File: src/rtl/load_store_unit.sv
// Multicycle data-memory stage: word RAM with sw/sb stores and lw/lbu loads.
// Define LSU_MEM_CLEAR_EN to have RST asynchronously clear the whole RAM.
module load_store_unit #(
    parameter int ADDR_W = 8,
    parameter int LAT    = 2
) (
    input  logic              CLK,
    input  logic              RST,
    input  logic              Start,
    input  logic              Mem_Write,
    input  logic              Store_type,
    input  logic              Load_type,
    input  logic [ADDR_W-1:0] Addr,
    input  logic [31:0]       WData,
    output logic [31:0]       RData,
    output logic              Busy,
    output logic              Done,
    output logic              Err
);

    localparam int WORDS = 2 ** (ADDR_W - 2);
    localparam int CNT_W = (LAT > 1) ? $clog2(LAT) : 1;

    typedef enum logic [1:0] {
        S_IDLE,
        S_WAIT,
        S_COMMIT
    } state_t;

    state_t             state_q, state_d;
    logic [CNT_W-1:0]   cnt_q, cnt_d;

    logic [ADDR_W-1:0]  addr_q;
    logic [31:0]        wdata_q;
    logic               wr_q;
    logic               sw_q;
    logic               lbu_q;

    logic [31:0]        rdata_q;
    logic               done_q;
    logic               err_q;

    logic [31:0]        mem [WORDS];

    logic [ADDR_W-3:0]  word_idx;
    logic [1:0]         lane;
    logic [4:0]         lane_sh;
    logic [31:0]        rd_word;
    logic [7:0]         rd_byte;
    logic               word_op;
    logic               misalign;
    logic               commit;
    logic               mem_we;
    logic               ld_ok;
    logic [3:0]         be;
    logic [31:0]        wr_data;

    always_comb begin
        state_d = state_q;
        cnt_d   = cnt_q;
        unique case (state_q)
            S_IDLE: begin
                if (Start) begin
                    state_d = S_WAIT;
                    cnt_d   = CNT_W'(LAT - 1);
                end
            end
            S_WAIT: begin
                if (cnt_q == '0) begin
                    state_d = S_COMMIT;
                end else begin
                    cnt_d = cnt_q - CNT_W'(1);
                end
            end
            S_COMMIT: begin
                state_d = S_IDLE;
            end
            default: begin
                state_d = S_IDLE;
                cnt_d   = '0;
            end
        endcase
    end

    always_ff @(posedge CLK or posedge RST) begin
        if (RST) begin
            state_q <= S_IDLE;
            cnt_q   <= '0;
        end else begin
            state_q <= state_d;
            cnt_q   <= cnt_d;
        end
    end

    // Request is latched once; inputs are free to change afterwards.
    always_ff @(posedge CLK or posedge RST) begin
        if (RST) begin
            addr_q  <= '0;
            wdata_q <= '0;
            wr_q    <= 1'b0;
            sw_q    <= 1'b0;
            lbu_q   <= 1'b0;
        end else if (state_q == S_IDLE && Start) begin
            addr_q  <= Addr;
            wdata_q <= WData;
            wr_q    <= Mem_Write;
            sw_q    <= Store_type;
            lbu_q   <= Load_type;
        end
    end

    assign word_idx = addr_q[ADDR_W-1:2];
    assign lane     = addr_q[1:0];
    assign lane_sh  = {lane, 3'b000};
    assign rd_word  = mem[word_idx];
    assign rd_byte  = 8'(rd_word >> lane_sh);

    assign word_op  = wr_q ? sw_q : ~lbu_q;
    assign misalign = word_op && (lane != 2'b00);
    assign commit   = (state_q == S_COMMIT);
    assign mem_we   = commit && wr_q && !misalign;
    assign ld_ok    = commit && !wr_q && !misalign;

    // sb replicates the byte onto all lanes and enables only one.
    assign be       = sw_q ? 4'b1111 : (4'b0001 << lane);
    assign wr_data  = sw_q ? wdata_q : {4{wdata_q[7:0]}};

`ifdef LSU_MEM_CLEAR_EN
    always_ff @(posedge CLK or posedge RST) begin
        if (RST) begin
            for (int w = 0; w < WORDS; w++) begin
                mem[w] <= '0;
            end
        end else if (mem_we) begin
            for (int b = 0; b < 4; b++) begin
                if (be[b]) begin
                    mem[word_idx][8*b +: 8] <= wr_data[8*b +: 8];
                end
            end
        end
    end
`else
    always_ff @(posedge CLK) begin
        if (mem_we) begin
            for (int b = 0; b < 4; b++) begin
                if (be[b]) begin
                    mem[word_idx][8*b +: 8] <= wr_data[8*b +: 8];
                end
            end
        end
    end
`endif

    always_ff @(posedge CLK or posedge RST) begin
        if (RST) begin
            rdata_q <= '0;
            done_q  <= 1'b0;
            err_q   <= 1'b0;
        end else begin
            done_q <= commit;
            err_q  <= commit && misalign;
            if (ld_ok) begin
                rdata_q <= lbu_q ? {24'b0, rd_byte} : rd_word;
            end
        end
    end

    assign RData = rdata_q;
    assign Busy  = (state_q != S_IDLE);
    assign Done  = done_q;
    assign Err   = err_q;

endmodule
File: config.mk
export PLATFORM = sky130hd
export DESIGN_NAME = load_store_unit
export DESIGN_NICKNAME = d
export VERILOG_FILES = /design/src/rtl/load_store_unit.sv
export SDC_FILE = /design/constraint.sdc
export NUM_CORES = 2
export LEC_CHECK = 0
export ABC_AREA = 1
export CAP_MARGIN = 20
export CELL_PAD_IN_SITES_DETAIL_PLACEMENT = 1
export CELL_PAD_IN_SITES_GLOBAL_PLACEMENT = 1
export CORE_ASPECT_RATIO = 0.75
export CORE_UTILIZATION = 40
export DETAILED_ROUTE_END_ITERATION = 7
export PLACE_DENSITY = 0.7
export SETUP_SLACK_MARGIN = 0.02
export SYNTH_ARGS = -nofsm -noshare
export SYNTH_HDL_FRONTEND = slang
export SYNTH_SLANG_ARGS = --single-unit
File: constraint.sdc
create_clock -name CLK -period 4.8 [get_ports CLK]
set_input_delay 0.72 -clock CLK [delete_from_list [all_inputs] [get_ports CLK]]
set_output_delay 0.72 -clock CLK [all_outputs]
set_load 0.01 [all_outputs]
# Word-level counts from Yosys, hierarchy flattened
# Memory sizes are Yosys's and may differ from the RTL's.
# Index checks and enable logic that the tools add are counted.
[op_classes]
add_sub_neg = 1
mux = 22
n_eq_ne = 4
magnitude_cmp = 0
n_bitwise = 2
multipliers = 0
n_reduce_logical = 14
shift = 2
div_mod_pow = 0
[op_table]
columns = ["cell", "count"]
rows = [
  ["$mux W32", 2],
  ["$shr A32 B5 Y8", 1],
  ["$mux W1", 15],
  ["$logic_and A1 B1 Y1", 7],
  ["$mux W2", 2],
  ["$mux W4", 1],
  ["$ne A2 B2 Y1 const B", 2],
  ["$pmux W2 S2", 1],
  ["$reduce_and A2 Y1", 2],
  ["$reduce_bool A2 Y1", 2],
  ["$shl A1 B2 Y4 const A", 1],
  ["$pmux W1 S3", 1],
  ["$eq A2 B1 Y1 const B", 1],
  ["$eq A2 B2 Y1 const B", 1],
  ["$logic_not A1 Y1", 2],
  ["$logic_not A2 Y1", 1],
  ["$not A1 Y1", 2],
  ["$sub A1 B1 Y1 const B", 1],
]
[totals]
ramBits = 2048
out_inout_bits = 35
reg_bits = 80
mem_count = 1
romBits = 0
in_bits = 46
latch_bits = 0
[memory_table]
columns = ["memory", "depth", "word_bits", "read_ports", "rd_ports_with_merged_regs", "write_ports", "line", "text"]
rows = [
  ["mem", 64, 32, 1, 0, 1, "43", "logic [31:0] mem [WORDS];"],
]

# Logic depth before layout (Yosys ltp)
[logic_depth]
ltp_word = 7
depth_mapped = 18

# Least setup slack after synthesis
# OpenSTA, ideal clock, no wires.
[synth_timing]
kind = "register to register"
from = "reg sw_q"
to = "mem mem[0][10] (data pin)"
n_path_buf = 2
stages_incl_launch_ff = 5
required_ps = 4098
arrival_ps = 3308
slack_ps = 790
synth_period_minus_slack_ps = 4010
cell_sequence = "dfrtp_1 > buf_2 > inv_1 > clkbuf_1 > o21ai_0"
[synth_via]
elab_chain_cells = 1
[synth_lines]
columns = ["item", "line", "text"]
rows = [
  ["start, declared", "36", "logic sw_q;"],
  ["start signal, assigned", "107", "sw_q <= Store_type;"],
  ["$mux W32", "126", "assign wr_data = sw_q ? wdata_q : {4{wdata_q[7:0]}};"],
  ["net wr_data[10]", "56", "logic [31:0] wr_data;"],
  ["end, declared", "43", ""],
]
# The timed path passes the listed nets, and every way through them passes these cells.

# Worst setup path after layout
[layout_timing]
from = "reg addr_q[2]"
to = "mem mem[7][26] (enable)"
[layout_lines]
columns = ["item", "line", "text"]
rows = [
  ["start, declared", "33", "logic [ADDR_W-1:0] addr_q;"],
  ["start signal, assigned", "104", "addr_q <= Addr;"],
]
# Straight into the memory's write port.

==> impl_metrics.csv <==
group,metric,value,unit
run_status,status,"finished clean",
synth,ys_ff_latch,2128,
critical_path,critPathBufInv,2,
clock_tree,ctsRootBufferMaster,"clkbuf_16",
timing,worst-slew-pin-transition,1.21,ns
timing,timing.final.crit_share,0.814,
critical_path,crit_type,"reg -> reg",
placed_design,post-place-ws,1.04,ns
timing,slew_violations,0,
global_route,overflow,0,
synth,syn_nets,8512,
die,fp.dieH,413,µm
final_layout,drive_gt1_frac,0.0780,
route,avgRoutedWirePerCell,25.2,µm
timing,clock_skew,0.0476,ns
clock_tree,postCtsHoldBufs,0,
synth,yosysMostFrequentCell,"nand2_1",
critical_path,path_delay_family,"simple AND/OR/NAND/NOR gates",
route,drc,0,
global_route,grt_max_degree,197,
die,die_area,227000,µm²
synth,synth_common_cells,"3,344 x nand2_1, 2,048 x edfxtp_1, 764 x inv_1",
critical_path,slowest_delay,0.86,ns
placed_design,dp_hpwl,181000,µm
synth,syn_area_per_cell,10.6,µm²
clock_tree,clkSinkCount,2128,
critical_path,start_kind,"flop",
timing,finalCriticalPeriod,3.91,ns
synth,synth_top_area_share,0.684,
synth,ys_warn_count,0,
synth,synth_seq_area_share,0.706,
clock_tree,cts-resized-gates,0,
critical_path,crit_fanout,149,
route,wl_met2,132000,µm
critical_path,slowest_stage,"nor2_1",
timing,rsz0062_at_grt,"false",
timing,worst_slack,0.894,ns
die,floorplan.rows,150,
power,power,63.7,mW
die,core-area,223000,µm²
clock_tree,clock_latency,0.90,ns
clock_tree,cts_setup_buffers,0,
synth,synth_cells,8466,
timing,setup_viol,0,
final_layout,multiInputGateArea,21700,µm²
worst_hold_path,hold_path_class,"in -> async",
clock_tree,h-tree-depth,4,
clock_tree,cts_buffers,210,
die,die_width,550,µm
route,drtAntennaViolNets,0,
route,first_iter_violations,6245,
power,powerDensity,630,nW/µm²
route,met3_length,23700,µm
timing,fmaxAchievable,256,MHz
placed_design,io_buffers,80,
route,dr.pass1.iters,6,
placed_design,gp_congestion,0.869,
global_route,grt_pass1_vias,63596,
global_route,grt_usage,0.257,
route,routed_wl,295000,µm
placed_design,dp_cells,11299,
synth,syn_area,89900,µm²
die,start_util,0.403,
final_layout,nets,8595,
power,p_leak,40.2,nW
route,num_vias,62291,
synth,synthFlopType,"edfxtp_1",
job,cap_violations,0,
clock_tree,tritoncts,"done",
synth,synth_top_area_cell,"edfxtp_1",
final_layout,syn_to_final_growth,12.4,%
global_route,grt_pass1_wl,428000,µm
timing,tns,0,ns
critical_path,end_kind,"flop",
final_layout,nFillCells,24211,
die,pin_count,81,
clock_tree,clkTransAtPathRegs,0.07,ns
synth,synth_area_leaders,"edfxtp_1 68%, nand2_1 14%, inv_1 3.2%",
critical_path,cp.required,5.27,ns
route,routedLengthMet1,126000,µm
route,via_per_inst,5.33,
clock_tree,max-clock-path-buffers,4,
synth,async_flop_share,0.0376,
final_layout,final_cells,11684,
synth,synth-edff-count,2048,
synth,synth.distinct_cells,32,
critical_path,cp.depth,5,
final_layout,seq_area,63500,µm²
timing,slew-limit-headroom,0.194,
route,maxUsedRoutingLayer,"met5",
critical_path,arrival,4.37,ns
global_route,grt_antenna_before_repair,10,
critical_path,path_cells,"inv_16 -> buf_12 -> nor2_2 -> nand2_1 -> nor2_1",
critical_path,worst_r2r_path_depth,5,
timing,hold_violations,0,
power,irDropWorstVdd,0.000550,V
## kinds of logic after synthesis
family                 share of synthesized area
and+or+nand+nor                            0.197
muxes                                    0.00113
DFF                                        0.706
buffers and inverters                     0.0565
AOI/OAI and AO/OA                         0.0393
## worst reg2reg max path, delay by kind of cell, from the launching register on
| kind | cells | cell delay, ns |
|---|---|---|
| AND/OR/NAND/NOR | 3 | 1.88 |
| flip-flops | 1 | 0.81 |
| buffers and inverters | 2 | 0.80 |
## metrics by stage
stage | hold slack [ns] | util | area [µm²]
after floorplan | 0.401 | - | 89900
final | 0.339 | 0.453 | 101000
after CTS | 0.329 | 0.453 | 101000
after global routing | 0.383 | 0.453 | 101000
after global placement | 0.406 | 0.425 | 94700
after detailed placement | 0.446 | 0.425 | 94800
## cell type report
cell class	count	area share
diodes	14	0.000346
flip-flops and latches	2128	0.628
repair buffers	310	0.0291
well taps	2964	0.0367
clock buffers	272	0.0550
multi-input cells	5128	0.215
clock inverters	97	0.00720
inverters	771	0.0289
## registers in the layout (all words and copies together) (netlist names)
signal / cells
Done: 1
cnt_q: 1
lbu_q: 1
wr_q: 1
mem: 2048
wdata_q: 32
state_q: 2
addr_q: 8
Err: 1
RData: 32
sw_q: 1
## layout by cell type, fill, tap and decap left out, types with 11 or more instances in the layout
master,n
nand2_1,3342
edfxtp_1,2048
inv_1,761
nor2_1,544
nand3_1,393
a21oi_1,273
clkbuf_16,212
buf_4,197
o21ai_0,148
o21ai_1,123
or2_2,112
clkdlybuf4s50_1,80
dfrtp_1,69
o211ai_1,59
clkbuf_1,57
clkinv_1,51
or2_1,38
buf_12,32
clkinv_2,30
o21ai_4,27
a22o_1,24
diode_2,14
nand4_1,14
bufinv_16,11
## per-layer routing
| metal | up-vias | GRT usage |
|---|---|---|
| met1 | 31526 | 0.351 |
| met3 | 563 | 0.0576 |
| met4 | 17 | 0.0990 |
| met2 | 2267 | 0.400 |
| li1 | 27918 | - |
| met5 | - | 0 |
## report_power, final
part | leakage, nW | switching, mW | internal [mW]
registers | 19.4 | 0.437 | 24.5
clock network | 3.07 | 7.13 | 8.70
logic | 17.8 | 18.0 | 4.98
## final timing paths
check / from / endpoint / slack, ns
worst min-delay path: RST / wdata_q[27] / 0.34
min in group CLK: WData[27] / wdata_q[27] / 0.45
worst max register to register: addr_q[2] / mem[7][26] / 0.89
worst min register to register: cnt_q / state_q[1] / 0.46
worst max-delay path: addr_q[2] / mem[7][26] / 0.89
max in group asynchronous: RST / addr_q[2] / 3.29
Power figures use the tool's default switching activity.
